===== config.mk =====
export PLATFORM = sky130hd
export DESIGN_NAME = mode_sched
export DESIGN_NICKNAME = d
export VERILOG_FILES = /design/src/rtl/mode_sched.sv
export SDC_FILE = /design/constraint.sdc
export NUM_CORES = 1
export LEC_CHECK = 0
export ABC_AREA = 1
export CELL_PAD_IN_SITES_DETAIL_PLACEMENT = 1
export CELL_PAD_IN_SITES_GLOBAL_PLACEMENT = 1
export CORE_ASPECT_RATIO = 1.1
export CORE_UTILIZATION = 40
export CTS_BUF_LIST = sky130_fd_sc_hd__clkbuf_8
export DETAILED_ROUTE_END_ITERATION = 10
export GPL_TIMING_DRIVEN = 0
export PLACE_DENSITY = 0.84
export SLEW_MARGIN = 20
export SYNTH_ARGS = -nofsm -noshare
export SYNTH_HDL_FRONTEND = slang
export SYNTH_SLANG_ARGS = --single-unit

===== constraint.sdc =====
create_clock -name clk_i -period 1.4 [get_ports clk_i]
set_clock_uncertainty 0.15 [all_clocks]
set_input_delay 0.28 -clock clk_i [delete_from_list [all_inputs] [get_ports clk_i]]
set_output_delay 0.28 -clock clk_i [all_outputs]
set_load 0.05 [all_outputs]

===== src/rtl/mode_sched.sv =====
// Frame-synchronous mode scheduler: button requests are shown immediately on the
// LEDs and committed to the pixel path only on a vs_i rising edge or while video is absent.
`timescale 1ns/1ps
module mode_sched #(
   parameter logic [2:0] RST_MODE = 3'd2,
   parameter int         TIMEOUT  = 4194304,
   parameter int         CW       = $clog2(TIMEOUT)
) (
   input  logic       clk_i,
   input  logic       rst_ni,
   input  logic       next_i,
   input  logic       flip_i,
   input  logic       bypass_i,
   input  logic       vs_i,
   output logic [2:0] mode_o,
   output logic [2:0] req_o,
   output logic [3:0] led_o,
   output logic       pending_o,
   output logic       apply_o,
   output logic       sig_o
);

   localparam logic [0:0]    ST_NOSIG = 1'b0;
   localparam logic [0:0]    ST_SIG   = 1'b1;
   localparam logic [2:0]    DIRECT   = 3'd0;
   localparam logic [CW-1:0] WD_LAST  = CW'(TIMEOUT - 1);

   function automatic logic [3:0] led_decode(input logic [2:0] m);
      logic [3:0] d;
      d[3] = m[0];
      for (int i = 0; i < 3; i++) begin
         d[i] = (m[2:1] == 2'(i + 1));
      end
      return d;
   endfunction

   logic [2:0]    req_reg, req_next;
   logic [2:0]    cur_reg, cur_next;
   logic          byp_reg, byp_next;
   logic          vs_reg;
   logic [CW-1:0] wd_reg, wd_next;
   logic [0:0]    state_reg, state_next;
   logic          rise, commit, changed;
   logic [2:0]    mode_next;
   logic          pending_next;

   always_comb begin
      req_next = req_reg;
      if (next_i) req_next[2:1] = req_reg[2:1] + 2'd1;
      if (flip_i) req_next[0]   = ~req_reg[0];
   end

   // Commit uses req_reg, so a request landing on the rise cycle waits for the next one.
   assign rise         = vs_i & ~vs_reg;
   assign commit       = (state_reg == ST_NOSIG) | rise;
   assign cur_next     = commit ? req_reg  : cur_reg;
   assign byp_next     = commit ? bypass_i : byp_reg;
   assign changed      = commit & ({bypass_i, req_reg} != {byp_reg, cur_reg});
   assign mode_next    = byp_next ? DIRECT : cur_next;
   assign pending_next = (req_next != cur_next) | (bypass_i != byp_next);

   always_comb begin
      state_next = state_reg;
      wd_next    = wd_reg;
      if (rise) begin
         state_next = ST_SIG;
         wd_next    = '0;
      end else if (state_reg == ST_SIG) begin
         if (wd_reg == WD_LAST) begin
            state_next = ST_NOSIG;
            wd_next    = '0;
         end else begin
            wd_next = wd_reg + CW'(1);
         end
      end
   end

   always_ff @(posedge clk_i or negedge rst_ni) begin
      if (!rst_ni) begin
         req_reg   <= RST_MODE;
         cur_reg   <= RST_MODE;
         byp_reg   <= 1'b0;
         vs_reg    <= 1'b0;
         wd_reg    <= '0;
         state_reg <= ST_NOSIG;
         mode_o    <= RST_MODE;
         led_o     <= led_decode(RST_MODE);
         pending_o <= 1'b0;
         apply_o   <= 1'b0;
      end else begin
         req_reg   <= req_next;
         cur_reg   <= cur_next;
         byp_reg   <= byp_next;
         vs_reg    <= vs_i;
         wd_reg    <= wd_next;
         state_reg <= state_next;
         mode_o    <= mode_next;
         led_o     <= led_decode(req_next);
         pending_o <= pending_next;
         apply_o   <= changed;
      end
   end

   assign req_o = req_reg;
   assign sig_o = (state_reg == ST_SIG);

endmodule


==> results_dict.tcl <==
set metrics [dict create \
    groute.usage.overall_pct 22.7 \
    syn_area_mm2 0.00211 \
    place_ws_ps -650 \
    mostFrequentLayoutCells "nand2_1, dfrtp_1, buf_4, nor2_1, inv_1" \
    cts_sinks 39 \
    htreeDepth 2 \
    totalWireLength_um 6670 \
    total_power_mw 4.16 \
    start_util_pct 42.0 \
    die_x_um 71.3 \
    synthCells 257 \
    grt_pass1_vias 2046 \
    crit_fanout 3 \
    layout_commonest_cell "nand2_1" \
    ir_drop_mv 1.18 \
    die_area_mm2 0.00558 \
    ys.warnings.count 0 \
    drt_iter0_drc 32 \
    cts_root_buf "clkbuf_8" \
    rows 27 \
    period_minus_slack_ps 1720 \
    critPathLaunchType "register" \
    tightest_slew_ps 472 \
    cap_violations 0 \
    startpoint "wd_reg[0]$_DFFE_PN0P_" \
    power_density_mw_per_mm2 1380 \
    violations "setup timing" \
    place_congestion 0.762 \
    clk-insertion-delay-late_ps 300 \
    finalSetupViolCount 29 \
    r2r-start "wd_reg[0]$_DFFE_PN0P_" \
    fin_area_mm2 0.00302 \
    arrival_ps 1780 \
    drive_above_1_share_pct 39.6 \
    endpoint_kind "register" \
    overflow 0 \
    whs_ps 228 \
    io_buffers 18 \
    yosysSeqAreaShare_pct 46.4 \
    grt_pass1_wl_um 9720 \
    n_fill_cell 560 \
    fmax_ghz 0.580 \
    period_share_pct 123 \
    hp-start "vs_i" \
    grt_max_degree 23 \
    ioPinCount 19 \
    core_mm2 0.00503 \
    slew_headroom_pct 68.6 \
    clkTransAtPathRegs_ps 80 \
    viasPerCell 5.15 \
    route.detailed.drc 0 \
    wl_per_cell_um 17.8 \
    cts_buffers 5 \
    firstDrtPassIters 4 \
    area_delta_synth_final_pct 42.8 \
    avgSynthCellArea_um2 8.22 \
    crit_required_ps 1460 \
    crit_type "register to register" \
    largest_reg_flops 22 \
    drtAntennaViolNets 0 \
    hold_viol 0 \
    ys_seq_elements 39 \
    layout.nets 322 \
    status "complete, but fails checks" \
    antenna_found_initial 0 \
    hold_class "input pin to register" \
    vias 1927 \
    dpl.hpwl_um 3650 \
    synth_fp_nets 264 \
    leakagePower_nw 1.43 \
    final.setup.worst_slack_ps -323 \
    fp.dieH_um 78.2 \
    utilization_pct 60.0 \
    tritoncts "yes" \
    rsz0062_at_grt "yes" \
    placed_area_mm2 0.00239 \
    ys_types 29 \
    slew_violations 0 \
    clock_path_buffers 2 \
    diodes 0 \
]
final cells by class:
cell class	instances	area [µm²]	share of cell area, %
repair buffers	51	478	15.8
inverters	24	101	3.36
well taps	58	72.6	2.40
plain buffers	4	41.3	1.37
clock buffers	6	82.6	2.74
clock inverters	2	35.0	1.16
multi-input cells	190	1220	40.4
flip-flops and latches	39	987	32.7
synthesized netlist by cell type, drive strengths merged:
master  number  area, µm²
nor2        35        178
clkbuf       2       7.51
xnor2        6       52.6
ha           1       12.5
nor3b        1       12.5
nand3        6       42.5
xor2        12        105
nand2       96        380
a21oi        2       10.0
a31oi        1       6.26
inv         24       90.1
dfrtp       35        876
o21bai       3       22.5
buf          2       27.5
nand4        2       12.5
o21ai       20        138
dfstp        4        105
and2         2       12.5
nand3b       3       22.5
critical path, stage by stage, from the launching register on:
cell      delay (ps)
dfrtp_1          410
ha_4             170
nand2_4           60
nor2_4           120
buf_4            130
buf_6            100
nand3_4          100
o21bai_1         150
nand2_1           80
o21ai_1          160
metal layers:
metal	vias to the layer above	global-route usage (%)	routed length, µm
met5	-	0	0
met4	0	6.80	270
met3	21	4.49	167
met2	38	42.2	3690
met1	956	25.9	2550
li1	912	-	-
power breakdown:
| part | switching, mW | internal [mW] |
|---|---|---|
| clock network | 0.421 | 0.577 |
| registers | 0.180 | 1.33 |
| logic | 0.997 | 0.654 |
| total | 1.60 | 2.57 |
worst paths after layout:
check                           depth (start not counted)  slack (ps)                      to
worst max-delay path                                    9        -320  wd_reg[18]$_DFFE_PN0P_
worst min-delay path                                    1         230        vs_reg$_DFF_PN0_
worst max register to register                          9        -320  wd_reg[18]$_DFFE_PN0P_
worst min register to register                          1         340      led_o[0]$_DFF_PN1_
max in group asynchronous                               3         230     mode_o[1]$_DFF_PN1_
min in group asynchronous                               2         310   wd_reg[7]$_DFFE_PN0P_
per-stage QoR:
stage                     std cells  TNS, ps
after floorplan                 257    -3440
after global placement          333   -60450
after detailed placement        334   -19870
after CTS                       361    -6570
after global routing            374    -8130
final                           374    -6110
kinds of logic (layout without fill, tap and decap cells):
kind of cell,after synthesis,after routing,share of synthesized area [%]
compound gates,26,26,8.35
simple gates,145,145,31.3
fa+ha+maj,1,1,0.592
xor+xnor,18,18,7.46
buf+inv,28,87,5.92
flops,39,39,46.4
what timing repair did:
action / in CTS / in global routing
hold buffers: 1 / 0
endpoints found under the setup margin: 44 / 36
buffers inserted: 17 / 15
resized for setup: 98 / 57
gates cloned: 1 / 0
pin swaps: 9 / 22
hold endpoints to repair: 14 / 0
Note: power is estimated with default switching activity, not from simulation.
